[src/rtl/game_pkg.sv]
// Shared game-wide constants and types used by the sprite, player, bullet and enemy blocks.
package game_pkg;

    localparam int unsigned SCREEN_W = 640;
    localparam int unsigned SCREEN_H = 480;
    localparam int unsigned NUM_COLS = 8;
    localparam int unsigned NUM_ROWS = 5;

    localparam int unsigned COORD_W  = 10;
    localparam int unsigned EDGE_W   = 11;
    localparam int unsigned COL_W    = 3;
    localparam int unsigned ALIVE_W  = 6;
    localparam int unsigned FCNT_W   = 6;

    typedef enum logic [1:0] {
        ST_IDLE    = 2'd0,
        ST_MARCH   = 2'd1,
        ST_DESCEND = 2'd2,
        ST_LANDED  = 2'd3
    } march_state_t;

endpackage

[src/rtl/frame_tick_sync.sv]
// Brings the vsync-rate frame clock into the Clk domain and emits a one-cycle tick per rising edge.
module frame_tick_sync (
    input  logic Clk,
    input  logic Reset,
    input  logic frame_clk,
    output logic frame_tick_c
);

    // [0],[1]: synchroniser; [2]: previous synchronised value for edge detection
    logic [2:0] sync_q;

    always_ff @(posedge Clk or negedge Reset) begin
        if (!Reset) begin
            sync_q <= 3'b000;
        end else begin
            sync_q <= {sync_q[1:0], frame_clk};
        end
    end

    assign frame_tick_c = sync_q[1] & ~sync_q[2];

endmodule

[src/rtl/enemy_march_controller.sv]
// Owns the invader formation origin and march direction; steps it every N frames, handles edges, clears and landing.
module enemy_march_controller
    import game_pkg::*;
#(
    parameter int unsigned FORM_X0      = 64,
    parameter int unsigned FORM_Y0      = 48,
    parameter int unsigned COL_PITCH    = 60,
    parameter int unsigned ENEMY_W      = 50,
    parameter int unsigned LEFT_MARGIN  = 8,
    parameter int unsigned RIGHT_MARGIN = 632,
    parameter int unsigned STEP_X       = 2,
    parameter int unsigned STEP_Y       = 16,
    parameter int unsigned BOTTOM_Y     = 400
) (
    input  logic                Clk,
    input  logic                Reset,
    input  logic                frame_clk,
    input  logic                start,
    input  logic [ALIVE_W-1:0]  alive_count,
    input  logic [COL_W-1:0]    leftmost_col,
    input  logic [COL_W-1:0]    rightmost_col,
    output logic                enemy_direction_X,
    output logic                enemy_direction_Y,
    output logic [COORD_W-1:0]  formation_x,
    output logic [COORD_W-1:0]  formation_y,
    output logic                step_pulse,
    output logic                wave_cleared,
    output logic                invaders_landed
);

    logic frame_tick_c;

    frame_tick_sync u_frame_tick_sync (
        .Clk          (Clk),
        .Reset        (Reset),
        .frame_clk    (frame_clk),
        .frame_tick_c (frame_tick_c)
    );

    march_state_t       state_q, state_d;
    logic               dir_x_q, dir_x_d;
    logic               dir_y_q, dir_y_d;
    logic [COORD_W-1:0] fx_q, fx_d;
    logic [COORD_W-1:0] fy_q, fy_d;
    logic               step_q, step_d;
    logic               cleared_q, cleared_d;
    logic               landed_q, landed_d;
    logic [FCNT_W-1:0]  cnt_q, cnt_d;

    logic [FCNT_W-1:0]  period;
    logic [FCNT_W-1:0]  cnt_inc;
    logic               step_due;
    logic [EDGE_W-1:0]  right_sum;
    logic [EDGE_W-1:0]  left_sum;
    logic               right_hit;
    logic               left_hit;
    logic               edge_hit;
    logic [COORD_W-1:0] fy_down;

    // Step cadence and edge geometry, all derived from current registers and inputs
    always_comb begin
        period    = FCNT_W'(alive_count[ALIVE_W-1:1]) + FCNT_W'(1);
        cnt_inc   = cnt_q + FCNT_W'(1);
        step_due  = frame_tick_c && (cnt_inc >= period);
        right_sum = EDGE_W'(fx_q) + EDGE_W'(rightmost_col) * EDGE_W'(COL_PITCH)
                  + EDGE_W'(ENEMY_W) + EDGE_W'(STEP_X);
        left_sum  = EDGE_W'(fx_q) + EDGE_W'(leftmost_col) * EDGE_W'(COL_PITCH);
        right_hit = right_sum > EDGE_W'(RIGHT_MARGIN);
        left_hit  = left_sum < EDGE_W'(LEFT_MARGIN + STEP_X);
        edge_hit  = dir_x_q ? right_hit : left_hit;
        fy_down   = fy_q + COORD_W'(STEP_Y);
    end

    // Next-state and output logic
    always_comb begin
        state_d   = state_q;
        dir_x_d   = dir_x_q;
        dir_y_d   = dir_y_q;
        fx_d      = fx_q;
        fy_d      = fy_q;
        step_d    = 1'b0;
        cleared_d = 1'b0;
        landed_d  = landed_q;
        cnt_d     = cnt_q;

        case (state_q)
            ST_IDLE: begin
                if (start) begin
                    state_d  = ST_MARCH;
                    fx_d     = COORD_W'(FORM_X0);
                    fy_d     = COORD_W'(FORM_Y0);
                    dir_x_d  = 1'b1;
                    dir_y_d  = 1'b0;
                    cnt_d    = '0;
                    landed_d = 1'b0;
                end
            end
            ST_MARCH: begin
                if (alive_count == '0) begin
                    cleared_d = 1'b1;
                    state_d   = ST_IDLE;
                end else if (frame_tick_c) begin
                    cnt_d = step_due ? '0 : cnt_inc;
                    if (step_due) begin
                        step_d = 1'b1;
                        if (edge_hit) begin
                            dir_y_d = 1'b1;
                            state_d = ST_DESCEND;
                        end else if (dir_x_q) begin
                            fx_d = fx_q + COORD_W'(STEP_X);
                        end else begin
                            fx_d = fx_q - COORD_W'(STEP_X);
                        end
                    end
                end
            end
            ST_DESCEND: begin
                if (alive_count == '0) begin
                    cleared_d = 1'b1;
                    state_d   = ST_IDLE;
                end else if (frame_tick_c) begin
                    cnt_d = step_due ? '0 : cnt_inc;
                    if (step_due) begin
                        step_d  = 1'b1;
                        fy_d    = fy_down;
                        dir_x_d = ~dir_x_q;
                        dir_y_d = 1'b0;
                        if (fy_down >= COORD_W'(BOTTOM_Y)) begin
                            state_d  = ST_LANDED;
                            landed_d = 1'b1;
                        end else begin
                            state_d = ST_MARCH;
                        end
                    end
                end
            end
            ST_LANDED: begin
                state_d = ST_LANDED;
            end
            default: begin
                state_d = ST_IDLE;
            end
        endcase
    end

    always_ff @(posedge Clk or negedge Reset) begin
        if (!Reset) begin
            state_q   <= ST_IDLE;
            dir_x_q   <= 1'b1;
            dir_y_q   <= 1'b0;
            fx_q      <= COORD_W'(FORM_X0);
            fy_q      <= COORD_W'(FORM_Y0);
            step_q    <= 1'b0;
            cleared_q <= 1'b0;
            landed_q  <= 1'b0;
            cnt_q     <= '0;
        end else begin
            state_q   <= state_d;
            dir_x_q   <= dir_x_d;
            dir_y_q   <= dir_y_d;
            fx_q      <= fx_d;
            fy_q      <= fy_d;
            step_q    <= step_d;
            cleared_q <= cleared_d;
            landed_q  <= landed_d;
            cnt_q     <= cnt_d;
        end
    end

    assign enemy_direction_X = dir_x_q;
    assign enemy_direction_Y = dir_y_q;
    assign formation_x       = fx_q;
    assign formation_y       = fy_q;
    assign step_pulse        = step_q;
    assign wave_cleared      = cleared_q;
    assign invaders_landed   = landed_q;

endmodule

[config.mk]
export PLATFORM = sky130hd
export DESIGN_NAME = enemy_march_controller
export DESIGN_NICKNAME = d
export VERILOG_FILES = /design/src/rtl/game_pkg.sv /design/src/rtl/frame_tick_sync.sv /design/src/rtl/enemy_march_controller.sv
export SDC_FILE = /design/constraint.sdc
export NUM_CORES = 1
export LEC_CHECK = 0
export CORE_MARGIN = 2
export CORE_UTILIZATION = 60
export CTS_CLUSTER_DIAMETER = 50
export DETAILED_ROUTE_END_ITERATION = 16
export PLACE_DENSITY = 0.84
export SLEW_MARGIN = 40
export SYNTH_ARGS = -nofsm -noshare
export SYNTH_HDL_FRONTEND = slang
export SYNTH_SLANG_ARGS = --single-unit
[constraint.sdc]
create_clock -name Clk -period 5.3 [get_ports Clk]
set_input_delay 0.53 -clock Clk [delete_from_list [all_inputs] [get_ports Clk]]
set_output_delay 0.53 -clock Clk [all_outputs]
set_load 0.01 [all_outputs]
==> impl_table.tex <==
\begin{tabular}{lr}
\hline
Metric & Value \\
\hline
\multicolumn{2}{l}{\textbf{Timing}} \\
Final Worst Setup Slack & 0.519 ns \\
Count of final setup violators & 0 \\
RSZ-0062 raised after global routing & no \\
Clock period minus worst slack & 4.78 ns \\
Final Hold Vio Count & 0 \\
Part of the cycle the worst path needs & 0.902 \\
Worst slew margin relative to its limit & 0.580 \\
Clk\_skew & 0.00676 ns \\
Transition time at the pin with the least slew margin & 0.628 ns \\
Final Max Slew Viols & 0 \\
Total negative slack for setup checks & 0 ns \\
Highest clock rate & 0.209 GHz \\
\multicolumn{2}{l}{\textbf{Global routing}} \\
Wire length of the first global-routing pass & 11900 um \\
Initial antenna violation count & 0 \\
GR Util All Layers & 0.245 \\
Total global routing overflow & 0 \\
Maximum number of pins on one net before global-route repair & 32 \\
Via count of the first global-routing pass & roughly 2600 \\
\multicolumn{2}{l}{\textbf{Logic synthesis}} \\
Yosys top cell by area & sky130\_fd\_sc\_hd\_\_dfrtp\_1 \\
Fraction of synthesis flops using an asynchronous set or reset pin & 1.00 \\
Fraction of the mapped netlist area in compound gates & 0.160 \\
Fraction of synthesized area in multiplexers & 0.00990 \\
Syn Inst Count & 363 \\
Share of synthesized cell area in full adder, half adder and majority cells & 0.271 \\
Synth warnings & 0 \\
Main combinational cell family by area after synthesis & adder cells \\
Xor/xnor share of the synthesized area & 0.0554 \\
Flip-flop cell with the highest count after synthesis & sky130\_fd\_sc\_hd\_\_dfrtp\_1 \\
Mapped cell area & 3160 um\^{}2 \\
Synth cell types & 55 \\
Most frequent cells after synthesis & 54 x sky130\_fd\_sc\_hd\_\_ha\_1, 35 x sky130\_fd\_sc\_hd\_\_inv\_1, 30 x sky130\_fd\_sc\_hd\_\_nand2\_1 \\
Post-synth top area share & 0.214 \\
Post-synthesis area per instance & roughly 8.7 um\^{}2 \\
Dominant cells by area after synthesis & sky130\_fd\_sc\_hd\_\_dfrtp\_1 21\%, sky130\_fd\_sc\_hd\_\_ha\_1 21\%, sky130\_fd\_sc\_hd\_\_fa\_1 5.7\% \\
Register bit count reported by yosys & 31 \\
Most frequent cell after synthesis & sky130\_fd\_sc\_hd\_\_ha\_1 \\
Fraction of the yosys area taken by sequential cells & 0.247 \\
Number of enable-type register cells in the synthesized netlist & 0 \\
Share of synthesized cell area in and, or, nand and nor gates & 0.196 \\
\multicolumn{2}{l}{\textbf{Power and ir drop}} \\
Pwr dens & 369 nW/um\^{}2 \\
Peak supply drop & roughly 220 uV \\
Leakage power & approximately 0.0017 uW \\
Post-layout power & 1340 uW \\
\multicolumn{2}{l}{\textbf{Clock tree}} \\
Number of hold buffers added after CTS & 0 \\
Post-CTS Setup Repair Bufs & 0 \\
Number of resized instances in the post-cts repair step & 0 \\
Number of clock sinks & 31 \\
H-tree depth & 2 \\
Buffers from clock root to sink, at most & 2 \\
Clock slew at reported path FFs & 0.07 ns \\
Clock tree from TritonCTS & done \\
TritonCTS Buffers & 5 \\
Clock root buffer master & sky130\_fd\_sc\_hd\_\_clkbuf\_8 \\
Clock network latency to the later pin of the worst-skew pair & around 0.28 ns \\
\multicolumn{2}{l}{\textbf{Floorplanning}} \\
Standard cell core area & around 5100 um\^{}2 \\
Total Die Area & 5860 um\^{}2 \\
Height of the chip & about 77 um \\
Initial standard-cell utilization of the core & 0.619 \\
Io pins & 41 \\
Row Count & 26 \\
Width of the die & 76.6 um \\
\multicolumn{2}{l}{\textbf{Worst hold path}} \\
Hold path startpoint & u\_frame\_tick\_sync.sync\_q[0] \\
Worst hold path endpoint & u\_frame\_tick\_sync.sync\_q[1] \\
Worst hold stages & 0 \\
Tightest Hold Check Type & reg -> reg \\
\multicolumn{2}{l}{\textbf{Run}} \\
Max-cap violations & 0 \\
\multicolumn{2}{l}{\textbf{Worst setup path}} \\
Highest net fanout along the worst path & 16 \\
Critical Path Source Type & input pin \\
Critical path, cell by cell & clkdlybuf4s50\_1 -> fa\_1 -> ha\_1 -> fa\_1 -> nor2b\_1 -> o21ai\_0 -> nand2b\_1 -> ha\_1 -> ha\_1 -> nand3\_1 -> nor3\_1 -> a2111oi\_0 -> a211oi\_1 -> o211ai\_2 -> nor4b\_1 -> a211o\_1 \\
Reg-to-Reg Start & formation\_x[3] \\
Required time at the worst-slack endpoint & 5.51 ns \\
Cell with the most instances on the worst path & sky130\_fd\_sc\_hd\_\_ha\_1 \\
Critical Path Stages & 16 \\
Register-to-Register Setup Slack & 1.90 ns \\
Reg2Reg Capture Point & formation\_x[9] \\
Delay contributed by the slowest stage of the critical path & 0.58 ns \\
Crit path buf inv count & 1 \\
Cell count of the worst reg-to-reg path & 11 \\
CP max stage cell & sky130\_fd\_sc\_hd\_\_fa\_1 \\
Crit-path leading delay family & adder cells \\
Category of the critical setup timing path & in -> reg \\
Crit path arrival time & 4.99 ns \\
Capturing element type of the critical path & flip-flop \\
\multicolumn{2}{l}{\textbf{Drt}} \\
Avg WL per Cell & 14.8 um \\
Detailed-route vias per instance & 5.76 \\
Number of nets with antenna violations after routing & 0 \\
Vias post-DR & 2711 \\
Final wirelength & 6970 um \\
DRC & 0 \\
Number of DRC markers after the initial detailed-route iteration & 330 \\
Router iterations before antenna repair & 4 \\
\multicolumn{2}{l}{\textbf{Cells and area}} \\
Area grow syn2layout & 15.3\% \\
Antenna diodes & 0 \\
Share of final-layout standard cells stronger than drive strength 1 & 0.0449 \\
Total number of nets in the final design & between 400 and 500 \\
\multicolumn{2}{l}{\textbf{Outcome}} \\
Outcome & completed \\
\multicolumn{2}{l}{\textbf{Place}} \\
Worst slack at placement & 0.226 ns \\
Gp weighted congestion & 0.872 \\
Count of input and output buffers & 35 \\
DP HPWL & 5430 um \\
\hline
\end{tabular}
how the worst max path moves through the flow:
stage                           from        endpoint
global route        rightmost_col[0]  formation_x[9]
finish              rightmost_col[0]  formation_x[6]
CTS                 rightmost_col[0]  formation_x[6]
floorplan           rightmost_col[0]      state_q[1]
detailed placement  rightmost_col[0]  formation_x[6]
global placement    rightmost_col[0]  formation_x[9]
stage by stage:
| step | hold slack [ns] | util | instance area [um^2] | std cells |
|---|---|---|---|---|
| after floorplan | 0.234 | - | 3170 | 367 |
| after CTS | 0.355 | 0.713 | 3640 | 471 |
| after global placement | 0.333 | 0.697 | 3560 | 463 |
| after detailed placement | 0.339 | 0.697 | 3560 | 463 |
| final | 0.352 | 0.713 | 3640 | 471 |
| after global routing | 0.362 | 0.713 | 3640 | 471 |
placed cells by master, fill, tap and decap left out, drive strengths merged, types with 2 or more instances in the layout:
master | netlist | final
ha | 54 | 54
inv | 35 | 35
clkdlybuf4s50 | 0 | 35
nand2 | 30 | 30
dfrtp | 27 | 27
nand3 | 26 | 26
nor2 | 24 | 24
o21ai | 22 | 22
a21oi | 18 | 18
xnor2 | 13 | 13
nor2b | 9 | 9
fa | 9 | 9
o211ai | 8 | 8
xor2 | 7 | 7
nand2b | 7 | 7
nor3 | 7 | 7
clkbuf | 2 | 7
a211oi | 6 | 6
conb | 1 | 5
nand4 | 4 | 4
dfstp | 4 | 4
and3 | 3 | 3
nor4 | 3 | 3
o31ai | 3 | 3
a211o | 2 | 2
a31oi | 2 | 2
a2111oi | 2 | 2
nand3b | 2 | 2
mux2i | 2 | 2
and2 | 2 | 2
or3 | 2 | 2
o32ai | 2 | 2
or4 | 2 | 2
o311ai | 2 | 2
final cells by class:
type / count / area, um^2
clock inverters: 1 / 5.00
inverters: 35 / 131
fillers: 430 / 1470
multi-input cells: 291 / 2200
flip-flops and latches: 31 / 781
clock buffers: 7 / 76.3
repair buffers: 36 / 358
well taps: 70 / 87.6
routing by layer:
metal / track usage / vias up / share of wire
met4: 0.0709 / 0 / 0.016
met1: 0.324 / 1297 / 0.46
met5: 0 / - / 0
li1: - / 1349 / -
met2: 0.413 / 54 / 0.49
met3: 0.0427 / 11 / 0.034
flip-flops by register name, indices dropped and copies added (netlist names), 2 cells and up:
signal,count
formation_y,6
u_frame_tick_sync.sync_q,3
state_q,2
cnt_q,6
formation_x,9
where the power goes:
group / internal, uW / switching, uW
Clock: 92.1 / 89.3
Sequential: 285 / 68.8
Combinational: 339 / 468
cell families after synthesis:
logic type               count (synthesis)
XOR/XNOR                                20
adder cells (fa/ha/maj)                 63
multiplexers                             3
AND/OR/NAND/NOR                        124
other                                    1
flip-flops                              31
AO/OA/AOI/OAI                           76
buffers and inverters                   45
No activity file was read; power rests on OpenSTA's default activity.
